<file path="src/rtl/vga_pkg.sv">
// Shared types and constants for the menu text buffer.
package vga_pkg;

    typedef enum logic [1:0] {
        OP_WRITE   = 2'd0,
        OP_SETXY   = 2'd1,
        OP_NEWLINE = 2'd2,
        OP_CLEAR   = 2'd3
    } cmd_op_e;

    typedef enum logic {
        ST_IDLE  = 1'b0,
        ST_CLEAR = 1'b1
    } state_e;

    localparam logic [6:0] BLANK_CODE = 7'h20;

endpackage

</file>
<file path="src/rtl/text_ram.sv">
// Character cell storage: one synchronous write port, one registered
// read-first read port, no reset so it maps onto block RAM.
module text_ram #(
    parameter int DEPTH = 256,
    parameter int AW    = 8,
    parameter int DW    = 7
) (
    input  logic          clk,
    input  logic          we,
    input  logic [AW-1:0] waddr,
    input  logic [DW-1:0] wdata,
    input  logic [AW-1:0] raddr,
    output logic [DW-1:0] rdata
);

    logic [DW-1:0] mem [DEPTH];

    always_ff @(posedge clk) begin
        if (we) begin
            mem[waddr] <= wdata;
        end
        rdata <= mem[raddr];
    end

endmodule

</file>
<file path="src/rtl/menu_text_buf.sv">
// Text buffer for an on-screen menu: cursor-driven command writes,
// a one-cell-per-cycle clear sweep and a 1-cycle display read port.
module menu_text_buf
    import vga_pkg::*;
#(
    parameter int COLS   = 16,
    parameter int ROWS   = 16,
    parameter int CODE_W = 7,
    parameter logic [CODE_W-1:0] BLANK = CODE_W'(BLANK_CODE),
    localparam int CW    = (COLS > 1) ? $clog2(COLS) : 1,
    localparam int RW    = (ROWS > 1) ? $clog2(ROWS) : 1,
    localparam int XY_W  = RW + CW,
    localparam int ARG_W = (XY_W > CODE_W) ? XY_W : CODE_W
) (
    input  logic              clk,
    input  logic              rst,
    input  logic [XY_W-1:0]   char_xy,
    output logic [CODE_W-1:0] char_code,
    input  logic              cmd_valid,
    output logic              cmd_ready,
    input  logic [1:0]        cmd_op,
    input  logic [ARG_W-1:0]  cmd_arg,
    output logic [XY_W-1:0]   cursor,
    output logic              busy
);

    localparam int CELLS = COLS * ROWS;
    localparam int LW    = (CELLS > 1) ? $clog2(CELLS) : 1;
    localparam logic [CW-1:0] COL_MAX = CW'(COLS - 1);
    localparam logic [RW-1:0] ROW_MAX = RW'(ROWS - 1);
    localparam logic [LW-1:0] CLR_LAST = LW'(CELLS - 1);

    function automatic logic [LW-1:0] lin(
        input logic [RW-1:0] r,
        input logic [CW-1:0] c
    );
        return LW'(r) * LW'(COLS) + LW'(c);
    endfunction

    state_e state_q, state_d;
    logic [LW-1:0] clr_q, clr_d;
    logic [CW-1:0] col_q, col_d;
    logic [RW-1:0] row_q, row_d;
    logic blank_q, blank_d;

    cmd_op_e op;
    logic [CW-1:0] rd_col, arg_col;
    logic [RW-1:0] rd_row, arg_row;
    logic oob;
    logic ram_we;
    logic [LW-1:0] ram_waddr, ram_raddr;
    logic [CODE_W-1:0] ram_wdata, ram_rdata;

    assign op      = cmd_op_e'(cmd_op);
    assign rd_col  = char_xy[CW-1:0];
    assign rd_row  = char_xy[XY_W-1:CW];
    assign arg_col = cmd_arg[CW-1:0];
    assign arg_row = cmd_arg[XY_W-1:CW];
    assign oob = (32'(rd_col) >= 32'(COLS)) || (32'(rd_row) >= 32'(ROWS));
    assign ram_raddr = oob ? '0 : lin(rd_row, rd_col);

    always_ff @(posedge clk or posedge rst) begin
        if (rst) begin
            state_q <= ST_CLEAR;
            clr_q   <= '0;
            col_q   <= '0;
            row_q   <= '0;
            blank_q <= 1'b1;
        end else begin
            state_q <= state_d;
            clr_q   <= clr_d;
            col_q   <= col_d;
            row_q   <= row_d;
            blank_q <= blank_d;
        end
    end

    always_comb begin
        state_d = state_q;
        clr_d   = '0;
        unique case (state_q)
            ST_IDLE: begin
                if (cmd_valid && op == OP_CLEAR) state_d = ST_CLEAR;
            end
            ST_CLEAR: begin
                clr_d = clr_q + 1'b1;
                if (clr_q == CLR_LAST) begin
                    state_d = ST_IDLE;
                    clr_d   = '0;
                end
            end
            default: state_d = ST_CLEAR;
        endcase
    end

    // Cursor and write-port steering; the sweep owns the RAM while busy.
    always_comb begin
        col_d     = col_q;
        row_d     = row_q;
        blank_d   = oob;
        ram_we    = 1'b0;
        ram_waddr = lin(row_q, col_q);
        ram_wdata = cmd_arg[CODE_W-1:0];
        if (state_q == ST_CLEAR) begin
            ram_we    = 1'b1;
            ram_waddr = clr_q;
            ram_wdata = BLANK;
            col_d     = '0;
            row_d     = '0;
        end else if (cmd_valid) begin
            unique case (op)
                OP_WRITE: begin
                    ram_we = 1'b1;
                    if (col_q == COL_MAX) begin
                        col_d = '0;
                        row_d = (row_q == ROW_MAX) ? '0 : row_q + 1'b1;
                    end else begin
                        col_d = col_q + 1'b1;
                    end
                end
                OP_SETXY: begin
                    col_d = (32'(arg_col) > 32'(COLS - 1)) ? COL_MAX : arg_col;
                    row_d = (32'(arg_row) > 32'(ROWS - 1)) ? ROW_MAX : arg_row;
                end
                OP_NEWLINE: begin
                    col_d = '0;
                    row_d = (row_q == ROW_MAX) ? '0 : row_q + 1'b1;
                end
                OP_CLEAR: ;
                default: ;
            endcase
        end
    end

    always_comb begin
        cmd_ready = (state_q == ST_IDLE);
        busy      = (state_q == ST_CLEAR);
        cursor    = {row_q, col_q};
        char_code = blank_q ? BLANK : ram_rdata;
    end

    text_ram #(
        .DEPTH(CELLS),
        .AW   (LW),
        .DW   (CODE_W)
    ) u_ram (
        .clk  (clk),
        .we   (ram_we),
        .waddr(ram_waddr),
        .wdata(ram_wdata),
        .raddr(ram_raddr),
        .rdata(ram_rdata)
    );

endmodule

</file>
<file path="config.mk">
export PLATFORM = sky130hd
export DESIGN_NAME = menu_text_buf
export DESIGN_NICKNAME = d
export VERILOG_FILES = /design/src/rtl/vga_pkg.sv /design/src/rtl/text_ram.sv /design/src/rtl/menu_text_buf.sv
export SDC_FILE = /design/constraint.sdc
export NUM_CORES = 2
export LEC_CHECK = 0
export CAP_MARGIN = 10
export CORE_MARGIN = 2
export CORE_UTILIZATION = 40
export DETAILED_ROUTE_END_ITERATION = 10
export GPL_TIMING_DRIVEN = 0
export HOLD_SLACK_MARGIN = 0.05
export MAX_ROUTING_LAYER = met4
export PLACE_DENSITY = 0.52
export SLEW_MARGIN = 20
export SYNTH_ARGS = -nofsm -noshare
export SYNTH_HDL_FRONTEND = slang
export SYNTH_SLANG_ARGS = --single-unit
</file>
<file path="constraint.sdc">
create_clock -name clk -period 22.8 [get_ports clk]
set_input_delay 3.42 -clock clk [delete_from_list [all_inputs] [get_ports clk]]
set_output_delay 3.42 -clock clk [all_outputs]
set_load 0.02 [all_outputs]
</file>
# Word level (Yosys, flattened, before mapping)
# Memory sizes are Yosys's and may differ from the RTL's. A register that Yosys moved wholly into a read port is not among the register bits.
# Cells that the tools add are included.
[totals]
ff_bits = 18
mem_bits_rw = 1792
input_bits = 21
memories = 1
[mem_list]
columns = ["name", "words", "width", "read_ports", "rd_ports_with_merged_regs", "wr", "line", "rtl"]
rows = [
  ["u_ram.mem", 256, 7, 1, 1, 1, "text_ram.sv:16", "logic [DW-1:0] mem [DEPTH];"],
]
[op_classes]
addsub = 5
n_eq_ne = 7
muxes = 22
bitwise_logic = 1
reduce_logical = 6
[op_table]
columns = ["operator", "n"]
rows = [
  ["4-bit 2-to-1 mux", 7],
  ["8-bit 2-to-1 mux", 3],
  ["4-bit case mux with 3 select lines", 2],
  ["8-bit by 4-bit adder with 8-bit output", 2],
  ["7-bit 2-to-1 mux", 2],
  ["4-bit by 1-bit adder with 4-bit output (second input constant)", 2],
  ["8-bit by 1-bit adder with 8-bit output (second input constant)", 1],
  ["4-bit equality test (second input constant)", 2],
  ["8-bit equality test (second input constant)", 1],
  ["1-bit 2-to-1 mux", 7],
  ["2-bit equality test (second input constant)", 2],
  ["4-bit nonzero test", 1],
  ["3-bit inequality test (second input constant)", 1],
  ["3-bit AND reduction", 1],
  ["2-bit by 1-bit equality test with 1-bit output (second input constant)", 1],
  ["2-bit zero test", 1],
  ["1-bit case mux with 2 select lines", 1],
  ["2-bit AND reduction", 1],
  ["2-bit nonzero test", 1],
  ["1-bit logical AND", 1],
  ["1-bit inverter", 1],
]

# Logic depth before layout (Yosys ltp)
[logic_depth]
ltp_word = 6
mapped_depth = 12

# By module
# A second synthesis with hierarchy kept.
[unflattened]
hier_cells = 3514
area_unflattened_um2 = 71409.7
[by_module_without_submodules]
columns = ["module", "n_inst", "cells_each", "area_per_inst_um2", "seq_area_each_um2"]
rows = [
  ["text_ram", 1, 3381, 70197.3, 53951.7],
  ["menu_text_buf", 1, 133, 1212.4, 452.9],
]

# Worst setup path before layout
# Ideal clock, no wire load.
[synth_path]
path_type = "in2reg"
startpoint = "input cmd_arg[3]"
endpoint = "memory u_ram.mem[0][3], data pin"
arrival_ps = 9565
path_slack_ps = 11788
path_stages = 1
path_buffers = 0
path_cell_list = "nor2b_1"
[synth_via]
elab_chain_cells = 1
[synth_rtl]
columns = ["item", "line", "rtl"]
rows = [
  ["from (decl)", "menu_text_buf.sv:22", "input logic [ARG_W-1:0] cmd_arg,"],
  ["7-bit 2-to-1 mux", "menu_text_buf.sv:104", "if (state_q == ST_CLEAR) begin"],
  ["to (decl)", "text_ram.sv:16", ""],
]
# Every way passes these cells.

# Worst setup path after layout
[layout_path]
startpoint = "input char_xy[2]"
endpoint = "register u_ram.rdata[1], read port of u_ram.mem"
[layout_via]
elab_chain_cells = 1
[layout_rtl]
columns = ["item", "line", "rtl"]
rows = [
  ["from (decl)", "menu_text_buf.sv:17", "input logic [XY_W-1:0] char_xy,"],
  ["8-bit by 4-bit adder with 8-bit output", "menu_text_buf.sv:37", "return LW'(r) * LW'(COLS) + LW'(c);"],
  ["to (decl)", "text_ram.sv:13", "output logic [DW-1:0] rdata"],
]
# Every way passes these cells.
# A chain may end at the register's enable or synchronous reset.

==> results.yml <==
run_status:
  status: "finished clean"
logic_synthesis:
  syn_avg_cell_area_sq_um: 20.30
  yosysSeqAreaShare: 0.7628
  synthDistinctLibCells: 61
  synth_async_sr_flop_share: 0.009906
  ys_ff_latch: 1817
  syn_inst: 3514
  syn_area_sq_um: 71320
  synth_enable_flop_cells: 1792
  syn_nets: 3542
  yosysWarnings: 0
  synthFlopType: "edfxtp_1"
clocking:
  cts_sinks: 1817
  path_clk_slew_ns: 0.06
  cts-root-buf: "clkbuf_16"
  htree_levels: 4
  cts_made_buffers: 190
  cts_tree: "built"
  cts_buffer_depth: 3
  postCtsSetupBuffers: 0
  cts_resized: 0
  clock_latency_ns: 0.82
  ctsHoldBuffers: 0
placed_design:
  dp.cells: 5968
  gp_congestion: 0.8915
  dpl.hpwl_mm: 158.8
  place_ws_ns: 13.89
  io_buffers: 35
  placed_area_sq_um: 76470
power:
  vdd_drop_max_v: 0.00007609
  p_leak_nw: 25.29
  power_mw: 6.951
  power_density_nw_per_um2: 84.24
sta:
  setup_violations: 0
  grt_setup_unrepaired: "no"
  fin_ws_ns: 14.63
  final_max_slew_viol_count: 0
  hold_violations: 0
  fin_crit_sh: 0.3585
  max_freq_mhz: 122.3
  max_slew_margin: 0.07643
  setup_tns_ns: 0
  holdWs_ns: 0.6392
  min_period_ns: 8.174
  worst_pin_slew_ns: 1.350
  skew_ns: 0.03215
die:
  dieArea_sq_um: 181700
  die_w_um: 426.3
  die_h_um: 426.3
  core-area_sq_um: 176700
  num_io_pins: 38
  start_util: 0.4037
  row_count: 154
detailed_routing:
  vias: 37610
  antenna_left: 0
  wl_per_cell_um: 35.46
  dr.pass1.iters: 5
  drc: 0
  drtIter0Drc: 5380
  avgViaCountPerCell: 5.954
  wirelength_mm: 224.0
critical_path:
  cp.arrival_ns: 8.80
  path_delay_family: "buffers and inverters"
  crit_path_max_incr_delay_ns: 1.14
  crit_path_end_kind: "flop"
  crit_path_max_fanout: 10
  crit_required_ns: 23.42
  critPathSlowestCell: "a2111oi_0"
  worstSetupStartpointType: "primary input"
  path_class: "in -> reg"
  worst-path-buf-inv: 4
  crit_chain: "clkdlybuf4s50_1 > buf_4 > buf_2 > clkbuf_1 > o21ai_0 > o211a_1 > a2111oi_0 > nor3_1 > nor4_1"
grt:
  grt_pass1_wl_mm: 304.5
  grt_max_degree: 71
  antenna_found_initial: 8
  grt_pass1_vias: 36700
  globalRouteOverflowTotal: 0
  grt.total_usage: 0.2539
cells_and_area:
  multiInputGateArea_sq_um: 15660
  fin_util: 0.4670
  n_fill_cell: 14640
  layout-drive-gt1-share: 0.2228
  fin_area_sq_um: 82520
  area_growth_pct: 15.70
  num-nets-final: 3848
  seq_area_sq_um: 54400
  final_cells: 6317
flow_run:
  cap_violations: 0
min_path:
  hold_class: "reg -> reg"
path summary, 6_finish.rpt:
kind	to	cells past startpoint	slack, ns	from
max in group asynchronous	col_q[1]	2	19.25	rst
min in group asynchronous	row_q[1]	2	3.05	rst
setup / recovery	u_ram.rdata[1]	9	14.63	char_xy[2]
hold reg to reg	clr_q[7]	2	0.64	clr_q[7]
hold / removal	clr_q[7]	2	0.64	clr_q[7]
setup reg to reg	u_ram.mem[67][0]	9	18.01	busy
power by group:
part | switching (mW) | total, mW | internal, mW
Sequential | 0.000848 | 3.62 | 3.61
Combinational | 0.191 | 0.298 | 0.106
Clock | 1.31 | 3.04 | 1.73
per-layer routing:
metal / global-route usage / routed length [um] / up-vias
li1: - / - / 15240
met1: 0.3450 / 93250 / 20300
met2: 0.3870 / 105300 / 1734
met3: 0.05402 / 18470 / 347
met4: 0.07462 / 7000 / 0
met5: - / 0 / -
tightest hold or removal path: cells and delay by family, from the launching register on:
kind	cells	cell delay [ns]
simple gates	1	0.04
flops	1	0.43
xor+xnor	1	0.14
placed cells by master, fill, tap and decap left out, types with 9 or more instances in the layout:
master              n
buf_8              13
clkdlybuf4s50_1    35
clkinv_1           40
buf_4              35
edfxtp_1         1792
a22oi_1            76
nand3_1            41
clkbuf_2           20
mux2i_1           153
buf_12             53
clkinv_2           38
o21ai_0            22
inv_1              10
clkbuf_1          111
dfrtp_1            16
bufinv_16          15
buf_2              51
clkbuf_16         193
nand2b_1           19
nor4_1             30
mux4_2            374
nor2_1            303
a22o_1             14
o211ai_1           14
nor3_1             36
nor2b_1            16
a21oi_1            57
o21ai_1             9
a2111oi_0          12
o22ai_1            68
buf_16             30
nand2_1            80
a221oi_1           20
mux4_1             18
buf_6              10
cell usage after synthesis, types with 13 or more instances:
master,count,area (sq um)
nand2_1,80,300.3
mux2i_1,153,1531
nor4_1,33,206.5
o22ai_1,68,425.4
a22o_1,14,122.6
edfxtp_1,1792,53810
o21ai_0,24,120.1
buf_4,31,232.7
nor2b_1,22,137.6
a22oi_1,76,570.6
nor2_1,303,1137
o211ai_1,14,105.1
dfrtp_1,16,400.4
a221oi_1,20,175.2
buf_2,49,245.2
mux4_2,374,8423
a2111oi_0,15,131.4
nor3_1,42,210.2
a21oi_1,57,285.3
buf_8,13,195.2
clkbuf_1,88,330.3
nand2b_1,19,118.9
nand3_1,41,205.2
mux4_1,18,473.0
cells by family after synthesis:
kind of cell	share of synthesized area
simple gates	0.03554
mux	0.1465
compound gates	0.03354
fa+ha+maj	0.001228
xor+xnor	0.0007369
other cells	0.00005258
flops	0.7628
buf+inv	0.01960
flip-flops by register name, indices dropped and copies added, names as in the netlist:
name	cells
clr_q	8
row_q	4
blank_q	1
u_ram.rdata	7
busy	1
u_ram.mem	1792
col_q	4
final cells by class:
class,count,area share
sequential,1817,0.6593
tap,2340,0.03548
buffer,209,0.01680
clock inverter,110,0.01218
inverter,10,0.0004549
antenna,1,0.00003033
timing repair buffer,114,0.02514
multi-input combinational,1478,0.1898
clock buffer,238,0.06082
Note: power is estimated with default switching activity, not from simulation.
